===== config.mk =====
export PLATFORM = sky130hd
export DESIGN_NAME = line_fill_unit
export DESIGN_NICKNAME = d
export VERILOG_FILES = /design/src/rtl/new_cache_pkg.sv /design/src/rtl/fill_line_buffer.sv /design/src/rtl/line_fill_unit.sv
export SDC_FILE = /design/constraint.sdc
export NUM_CORES = 1
export LEC_CHECK = 0
export ABC_AREA = 1
export BUFFER_PORTS_ARGS = -buffer_cell sky130_fd_sc_hd__buf_2
export CELL_PAD_IN_SITES_DETAIL_PLACEMENT = 1
export CELL_PAD_IN_SITES_GLOBAL_PLACEMENT = 2
export CORE_AREA = 2 2 309 311
export CTS_CLUSTER_DIAMETER = 50
export DETAILED_ROUTE_END_ITERATION = 7
export DIE_AREA = 0 0 311 313
export HOLD_SLACK_MARGIN = 0.02
export MAX_ROUTING_LAYER = met4
export PLACE_DENSITY = 0.87
export SYNTH_ARGS = -nofsm -noshare
export SYNTH_HDL_FRONTEND = slang
export SYNTH_HIERARCHICAL = 1
export SYNTH_SLANG_ARGS = --single-unit

===== constraint.sdc =====
create_clock -name clk -period 12.42 [get_ports clk]
set_input_delay 2.484 -clock clk [delete_from_list [all_inputs] [get_ports clk]]
set_output_delay 2.484 -clock clk [all_outputs]
set_load 0.005 [all_outputs]

===== src/rtl/new_cache_pkg.sv =====
// Shared types and defaults for the miss-fill path.
package new_cache_pkg;

    // Default geometry. The fill unit's own parameters override these.
    localparam int unsigned s_offset_def = 5;
    localparam int unsigned s_beat_def   = 64;
    localparam int unsigned s_mask       = 2 ** s_offset_def;
    localparam int unsigned s_line       = 8 * s_mask;
    localparam int unsigned BEATS        = s_line / s_beat_def;

    typedef enum logic [1:0] {
        IDLE  = 2'd0,
        REQ   = 2'd1,
        WRITE = 2'd2
    } fill_state_t;

    // A store byte wins over the fill byte when its enable is set.
    function automatic logic [7:0] merge_byte(input logic [7:0] fill_b,
                                              input logic [7:0] store_b,
                                              input logic       be);
        return be ? store_b : fill_b;
    endfunction

endpackage


===== src/rtl/fill_line_buffer.sv =====
// Beat-indexed line register with the store byte-merge mux on its output.
module fill_line_buffer
    import new_cache_pkg::*;
#(
    parameter int unsigned line_w = s_line,
    parameter int unsigned mask_w = s_mask,
    parameter int unsigned beat_w = s_line / BEATS,
    parameter int unsigned cnt_w  = (BEATS > 1) ? $clog2(BEATS) : 1
) (
    input  logic              clk,
    input  logic              rst,
    input  logic              beat_we_i,
    input  logic [cnt_w-1:0]  beat_idx_i,
    input  logic [beat_w-1:0] beat_data_i,
    input  logic [line_w-1:0] merge_wdata_i,
    input  logic [mask_w-1:0] merge_mbe_i,
    output logic [line_w-1:0] line_o
);

    logic [line_w-1:0] line_q;

    // Drop each arriving beat into its slot of the line.
    always_ff @(posedge clk or posedge rst) begin
        if (rst) begin
            line_q <= '0;
        end else if (beat_we_i) begin
            line_q[beat_idx_i * beat_w +: beat_w] <= beat_data_i;
        end
    end

    // Overlay the captured store bytes on the collected line.
    for (genvar i = 0; i < int'(mask_w); i++) begin : g_merge
        assign line_o[8*i +: 8] = merge_byte(line_q[8*i +: 8], merge_wdata_i[8*i +: 8],
                                             merge_mbe_i[i]);
    end

endmodule


===== src/rtl/line_fill_unit.sv =====
// Miss-fill controller: reads a line from memory beat by beat, merges a pending
// store into it and writes the whole line into the data array in one cycle.
module line_fill_unit
    import new_cache_pkg::*;
#(
    parameter int unsigned s_offset = 5,
    parameter int unsigned s_index  = 3,
    parameter int unsigned s_beat   = 64,
    localparam int unsigned line_w  = 8 * (2 ** s_offset),
    localparam int unsigned mask_w  = 2 ** s_offset,
    localparam int unsigned beats   = line_w / s_beat,
    localparam int unsigned cnt_w   = (beats > 1) ? $clog2(beats) : 1
) (
    input  logic               clk,
    input  logic               rst,
    input  logic               fill_req_i,
    input  logic [31:0]        fill_addr_i,
    input  logic [s_index-1:0] fill_index_i,
    input  logic               merge_en_i,
    input  logic [line_w-1:0]  merge_wdata_i,
    input  logic [mask_w-1:0]  merge_mbe_i,
    output logic               pmem_read_o,
    output logic [31:0]        pmem_address_o,
    input  logic [s_beat-1:0]  pmem_rdata_i,
    input  logic               pmem_resp_i,
    output logic [mask_w-1:0]  arr_write_en_o,
    output logic [s_index-1:0] arr_windex_o,
    output logic [line_w-1:0]  arr_datain_o,
    output logic               fill_busy_o,
    output logic               fill_done_o
);

    fill_state_t        state_q;
    logic [cnt_w-1:0]   cnt_q;
    logic [31:0]        addr_q;
    logic [s_index-1:0] index_q;
    logic [line_w-1:0]  wdata_q;
    logic [mask_w-1:0]  mbe_q;
    logic               pmem_read_q;
    logic [mask_w-1:0]  write_en_q;
    logic               done_q;
    logic               beat_we;
    logic               last_beat;
    logic               unused_offset;

    assign unused_offset = ^fill_addr_i[s_offset-1:0];

    assign beat_we   = (state_q == REQ) && pmem_resp_i;
    assign last_beat = (cnt_q == cnt_w'(beats - 1));

    // Fill sequencer: accept, collect beats, one-cycle array write.
    always_ff @(posedge clk or posedge rst) begin
        if (rst) begin
            state_q     <= IDLE;
            cnt_q       <= '0;
            addr_q      <= '0;
            index_q     <= '0;
            wdata_q     <= '0;
            mbe_q       <= '0;
            pmem_read_q <= 1'b0;
            write_en_q  <= '0;
            done_q      <= 1'b0;
        end else begin
            case (state_q)
                IDLE: begin
                    if (fill_req_i) begin
                        state_q     <= REQ;
                        cnt_q       <= '0;
                        addr_q      <= {fill_addr_i[31:s_offset], {s_offset{1'b0}}};
                        index_q     <= fill_index_i;
                        wdata_q     <= merge_wdata_i;
                        mbe_q       <= merge_en_i ? merge_mbe_i : '0;
                        pmem_read_q <= 1'b1;
                    end
                end
                REQ: begin
                    if (pmem_resp_i) begin
                        if (last_beat) begin
                            state_q     <= WRITE;
                            cnt_q       <= '0;
                            pmem_read_q <= 1'b0;
                            write_en_q  <= '1;
                            done_q      <= 1'b1;
                        end else begin
                            cnt_q <= cnt_q + 1'b1;
                        end
                    end
                end
                WRITE: begin
                    state_q    <= IDLE;
                    write_en_q <= '0;
                    done_q     <= 1'b0;
                end
                default: begin
                    state_q     <= IDLE;
                    pmem_read_q <= 1'b0;
                    write_en_q  <= '0;
                    done_q      <= 1'b0;
                end
            endcase
        end
    end

    fill_line_buffer #(
        .line_w (line_w),
        .mask_w (mask_w),
        .beat_w (s_beat),
        .cnt_w  (cnt_w)
    ) u_buf (
        .clk           (clk),
        .rst           (rst),
        .beat_we_i     (beat_we),
        .beat_idx_i    (cnt_q),
        .beat_data_i   (pmem_rdata_i),
        .merge_wdata_i (wdata_q),
        .merge_mbe_i   (mbe_q),
        .line_o        (arr_datain_o)
    );

    assign pmem_read_o    = pmem_read_q;
    assign pmem_address_o = addr_q;
    assign arr_write_en_o = write_en_q;
    assign arr_windex_o   = index_q;
    assign fill_done_o    = done_q;
    assign fill_busy_o    = (state_q != IDLE);

endmodule


==> results of run 1 <==
==> report_power, final <==
| part | switching [mW] | total [mW] | internal (mW) |
|---|---|---|---|
| logic | 1.82 | 2.83 | 1.02 |
| registers | 0.704 | 3.38 | 2.67 |
| clock network | 1.02 | 2.73 | 1.72 |
==> per-layer routing <==
layer	track usage (%)	routed length, um
met5	-	0
met1	29.1	48700
met3	4.64	5840
met4	8.66	3220
met2	35.7	51400
==> worst register-to-register path, cell delays in order, from the launching register on <==
cell	delay [ns]
dfrtp_4	0.69
inv_2	0.14
buf_4	0.63
ha_1	0.38
inv_1	0.08
nand2_1	0.08
nor2_4	0.77
buf_4	0.59
nand2_1	0.17
nand2_1	0.10
==> kinds of logic after synthesis <==
kind of cell / Yosys count / synth area share (%)
DFF: 580 / 53.7
adders and majority gates: 6 / 0.278
and+or+nand+nor: 2235 / 31.2
AOI/OAI and AO/OA: 291 / 5.39
buffers and inverters: 572 / 9.43
other: 1 / 0.0139
==> cells in the final DEF, fill, tap and decap left out <==
cell	instances
nand2_4	3
ha_1	6
conb_1	5
inv_2	2
nor2_4	5
nand2_2	2
nand3_1	5
inv_6	12
clkbuf_1	10
buf_4	20
clkbuf_8	12
bufinv_16	11
nand2_1	2040
buf_12	2
clkinvlp_4	12
diode_2	28
or2_2	1
dfrtp_4	1
clkinv_8	2
nand3b_1	1
clkbuf_16	95
dfrtp_1	579
nor2_1	177
clkinv_4	10
clkinv_2	5
buf_2	707
inv_1	347
o21ai_0	290
nand2_8	1
inv_8	4
a21oi_1	1
==> layout make-up <==
cell class | instances | area, um^2
fill | 11900 | 59600
sequential | 580 | 14500
multi-input combinational | 2537 | 10000
timing repair buffer | 729 | 3730
clock buffer | 117 | 2580
tap | 1265 | 1580
inverter | 352 | 1340
clock inverter | 53 | 682
antenna | 28 | 70.1
==> sequential cells by signal, summed over array words and instances (netlist names) <==
signal / cells
u_buf/line_q: 256
wdata_q: 256
mbe_q: 32
pmem_address_o: 27
arr_windex_o: 3
cnt_q: 2
state_q: 2
arr_write_en_o: 1
pmem_read_o: 1
==> final timing paths <==
path,depth (start not counted),endpoint
worst max-delay path,8,u_buf/line_q[168]
worst min-delay path,2,arr_windex_o[2]
worst max register to register,9,u_buf/line_q[222]
worst min register to register,2,arr_windex_o[2]
max in group asynchronous,4,wdata_q[227]
min in group asynchronous,2,wdata_q[144]
==> per-stage QoR <==
stage,area (um^2),hold WS (ns),instances,setup WS [ns]
final,34500,0.473,5661,7.66
after global routing,34500,0.494,5656,7.49
after CTS,34500,0.475,5633,7.67
after detailed placement,31200,0.461,5463,6.95
after global placement,31200,0.458,5463,7.01
after floorplan,27100,0.449,3689,0.966
==> results.toml, run 1 <==
[synth]
synthCells = 3685
yosysMostFrequentCell = "nand2_1"
ys.warnings.count = 6
synthArstFlopShare_pct = 100
yosys-top-cells-area = "dfrtp_1 54%, nand2_1 28%, o21ai_0 5.4%"
synthFlopType = "dfrtp_1"
synth_top_area_share_pct = 53.7
synth_seq_cells = 580
syn_area_per_cell_um2 = 7.34
synthTopCellsByCount = "2045 x nand2_1, 580 x dfrtp_1, 350 x inv_1"
ys_types = 19
synth-edff-count = 0
seq_area_frac_synth_pct = 53.7
synth_top_area_cell = "dfrtp_1"
synth_area_um2 = 27000

[worst_setup_path]
crit_path_max_incr_delay_ns = 1.03
cp_top_family = "simple AND/OR/NAND/NOR gates"
r2r-start = "cnt_q[0]"
path_buf_inv = 3
rrSetupSlack_ns = 8.72
cp-start-kind = "primary input"
worstSetupEndpointType = "flop"
crit_path_frequent_cell = "nand2_1"
cp_slowest_cell = "nor2_4"
crit_fanout = 65
crit_chain = "buf_2 -> nand2_1 -> inv_1 -> nand2_4 -> nor2_4 -> buf_4 -> nand2_1 -> nand2_1"
worst_ep_required_time_ns = 12.99
path_class = "in -> reg"
startpoint = "pmem_resp_i"
worstPathArrival_ns = 5.33

[grt]
gr-total-overflow = 0
antenna_found_initial = 25
grt_pass1_vias = 26900
grt_pass1_wl_um = 165000
grt_max_degree = 187
track_usage_pct = 22.8

[detailed_routing]
drc = 0
first_iter_violations = 1660
wl_per_cell_um = 19.3
wirelength_um = 109000
drt_pass1_iterations = 5
vias = 25300
drtAntennaViolNets = 0
vias_per_cell = 4.47

[timing]
fmax_mhz = 210
hold_viol = 0
post-route-min-period_ns = 4.76
period_share_pct = 38.3
clock-skew-final_ns = 0.0232
finalSetupViolCount = 0
setup_tns_ns = 0
tightestPinTransition_ns = 1.26
rsz0062_at_grt = "no"
max_slew_margin_pct = 16.0
drv_slew = 0

[hold_path]
min_from = "arr_windex_o[2]"
hold_class = "reg -> reg"

[clocking]
hold_buffers = 0
numCtsBuffers = 93
cts_resized = 0
cts_max_path_buffers = 3
cts_tree = "built"
clk_pin_slew_ns = 0.05
clock-root-buffer = "clkbuf_16"
cts_num_sinks = 580
post_cts_buffers = 0
clk_latency_ns = 0.65
ctsHtreeMaxLevel = 3

[run_status]
status = "completed"

[floorplanning]
core_um2 = 94200
die_area_um2 = 97300
die_width_um = 311
die_h_um = 313
ioPinCount = 718
initial_utilization_pct = 28.7
fp-row-count = 113

[pwr]
totalPowerFinal_mw = 8.94
powerDensity_nw_per_um2 = 259
peakVddDrop_uv = 133
leakagePower_nw = 19.3

[run]
maxCapViolCount = 0

[place]
dp_hpwl_um = 76000
globalplace.congestion = 0.857
port_buffers = 707

[layout]
utilization_pct = 36.7
drive_gt1_share_pct = 20.8
nets = 4691
area_growth_pct = 27.7
No activity file was read; power rests on OpenSTA's default activity.
==> run 2: changes to the inputs <==
--- a/config.mk
+++ b/config.mk
@@ -5,14 +5,14 @@
 export SDC_FILE = /design/constraint.sdc
 export NUM_CORES = 1
 export LEC_CHECK = 0
-export ABC_AREA = 1
+export ABC_AREA = 0
 export BUFFER_PORTS_ARGS = -buffer_cell sky130_fd_sc_hd__buf_2
 export CELL_PAD_IN_SITES_DETAIL_PLACEMENT = 1
 export CELL_PAD_IN_SITES_GLOBAL_PLACEMENT = 2
-export CORE_AREA = 2 2 309 311
+export CORE_AREA = 2 2 288 290
 export CTS_CLUSTER_DIAMETER = 50
 export DETAILED_ROUTE_END_ITERATION = 7
-export DIE_AREA = 0 0 311 313
+export DIE_AREA = 0 0 290 292
 export HOLD_SLACK_MARGIN = 0.02
 export MAX_ROUTING_LAYER = met4
 export PLACE_DENSITY = 0.87
==> constraint.sdc (replaced) <==
create_clock -name clk -period 4.4 [get_ports clk]
set_input_delay 0.88 -clock clk [delete_from_list [all_inputs] [get_ports clk]]
set_output_delay 0.88 -clock clk [all_outputs]
set_load 0.005 [all_outputs]
==> run 2 against run 1 <==
- hold slack lost 0.066 ns
- final area fell by 4.5%
- synthesized cell count fell by 32%
- synthesized area fell by 4.0%
- largest power group unchanged
- first-iteration DRC count decreased by 15%
- critical path depth decreased by 6
- sequential power grew to 2.8 times the previous value
- die area fell by 13%
- sequential share of layout area rose by 2.0 points
- critical endpoint is now arr_datain_o[63]
- global-route usage increased by 2.1 points
- clock power rose by 150%
- setup slack lost 6.2 ns
==> results.toml, run 2 <==
[clocking]
cts_resized = 0
clock-root-buffer = "clkbuf_16"
post_cts_buffers = 0
clk_pin_slew_ns = 0.06
hold_buffers = 0
ctsHtreeMaxLevel = 3
numCtsBuffers = 82
cts_num_sinks = 580
clk_latency_ns = 0.62
cts_max_path_buffers = 3
cts_tree = "built"

[timing]
post-route-min-period_ns = 2.96
period_share_pct = 67.2
drv_slew = 0
max_slew_margin_pct = 24.9
rsz0062_at_grt = "no"
fmax_mhz = 338
tightestPinTransition_ns = 1.13
clock-skew-final_ns = 0.0328
finalSetupViolCount = 0
hold_viol = 0
holdWs_ns = 0.407

[synth]
synthCells = 2495
yosys-top-cells-area = "dfrtp_1 56%, nand2_1 13%, mux2_2 11%"
ys_types = 33
synthArstFlopShare_pct = 100
synth-edff-count = 0
yosysMostFrequentCell = "nand2_1"
synth_seq_cells = 580
synthFlopType = "dfrtp_1"
seq_area_frac_synth_pct = 55.9
syn_area_per_cell_um2 = 10.4
synthTopCellsByCount = "929 x nand2_1, 580 x dfrtp_1, 257 x mux2_2"
ys.warnings.count = 6
synth_top_area_cell = "dfrtp_1"
synth_top_area_share_pct = 55.9
synth_area_um2 = 26000

[grt]
grt_max_degree = 173
grt_pass1_wl_um = 154000
track_usage_pct = 24.9
antenna_found_initial = 29
grt_pass1_vias = 23200
gr-total-overflow = 0

[layout]
final_common_cell = "nand2_1"
layout_common_cells = "925 x nand2_1, 707 x buf_2, 580 x dfrtp_1"
largest_registers = "u_buf/line_q: 256 flops, wdata_q: 256 flops, mbe_q: 32 flops"
drive_gt1_share_pct = 36.8
nets = 3486
stdcell_count = 4249
area_growth_pct = 27.0

[detailed_routing]
drc = 0
vias_per_cell = 5.12
drtAntennaViolNets = 0
wirelength_um = 105000
wl_per_cell_um = 24.6
drt_pass1_iterations = 6
first_iter_violations = 1411
vias = 21800

[place]
globalplace.congestion = 0.845
dp_hpwl_um = 72300
port_buffers = 707
place_inst = 4074

[floorplanning]
die_area_um2 = 84700
die_h_um = 292
initial_utilization_pct = 31.8
ioPinCount = 718
fp-row-count = 105
die_width_um = 290
core_um2 = 81600

[worst_setup_path]
crit_fanout = 9
cp_top_family = "flip-flops"
cp_slowest_cell = "dfrtp_1"
path_class = "reg -> out"
path_buf_inv = 1
cp-start-kind = "flop"
worst_ep_required_time_ns = 3.52
crit_path_max_incr_delay_ns = 0.81
worstSetupEndpointType = "output port"
crit_chain = "mux2_2 -> buf_2"
worstPathArrival_ns = 2.08

[pwr]
powerDensity_nw_per_um2 = 760
peakVddDrop_uv = 366
leakagePower_nw = 17.2

[run]
maxCapViolCount = 0

[hold_path]
hold_class = "in -> async"

[run_status]
status = "completed"
-- run 2: changes by cell type in the layout (fill, tap and decap cells not counted), moves of 171 or more --
cell | before | now
a32o_1 | 0 | 171
inv_1 | 347 | 3
mux2_2 | 0 | 257
nand2_1 | 2040 | 925
nor2_1 | 177 | 1
o21ai_0 | 290 | 2
-- run 2: through the flow --
step                      TNS, ns  cell area, um^2  setup WS, ns  util (%)  total power [mW]
after floorplan           -260.09            26000        -0.803         -              14.3
final                           0            33000          1.44      40.4              25.1
after detailed placement        0            30100          1.57      36.9              18.4
after global placement          0            30100          1.60      36.9              18.1
after CTS                       0            32900          1.39      40.3              25.3
after global routing            0            33000          1.40      40.4              26.5
-- run 2: worst register-to-register path, delay by kind of cell, from the launching register on --
kind | cells | cell delay (ns)
AND/OR/NAND/NOR | 1 | 0.58
AO/OA/AOI/OAI | 1 | 0.28
flip-flops | 1 | 0.50
buffers and inverters | 2 | 0.68
adder cells (fa/ha/maj) | 1 | 0.58
-- run 2: cells by family (layout without fill, tap and decap cells) --
kind of cell,after synthesis,after routing,synth area share (%)
AO/OA/AOI/OAI,262,262,9.60
buffers and inverters,246,901,4.86
multiplexers,257,257,11.1
AND/OR/NAND/NOR,1143,1143,18.2
adder cells (fa/ha/maj),6,6,0.289
flip-flops,580,580,55.9
other,1,30,0.0144
-- run 2: path summary, 6_finish.rpt --
check	startpoint	to	slack [ns]	cells after the start
min in group clk	merge_wdata_i[32]	wdata_q[32]	0.44	3
min reg2reg	wdata_q[86]	wdata_q[86]	0.47	2
max in group asynchronous	rst	wdata_q[180]	2.88	4
max	mbe_q[7]	arr_datain_o[63]	1.44	2
max reg2reg	cnt_q[1]	u_buf/line_q[139]	1.72	5
min	rst	u_buf/line_q[137]	0.41	2
-- run 2: where the power goes --
part	switching, mW	total, mW	internal [mW]
clock	2.70	6.74	4.04
sequential	1.96	9.54	7.58
combinational	4.79	8.79	4.00
total	9.44	25.1	15.6
-- run 2: per-layer routing --
layer | part of all wire (%) | routed length, um | track usage, % | vias to the layer above
li1 | - | - | - | 9670
met1 | 43 | 44700 | 31.6 | 11200
met2 | 48 | 50000 | 39.5 | 760
met3 | 6.1 | 6430 | 5.14 | 185
met4 | 3.4 | 3540 | 8.69 | 0
met5 | 0 | 0 | - | -
-- run 2: layout make-up --
type	instances	area, um^2
sequential	580	14500
timing repair buffer	745	3960
antenna	25	62.6
inverter	6	30.0
fill	9349	48600
tap	1070	1340
clock inverter	42	453
multi-input combinational	1673	10300
clock buffer	108	2330
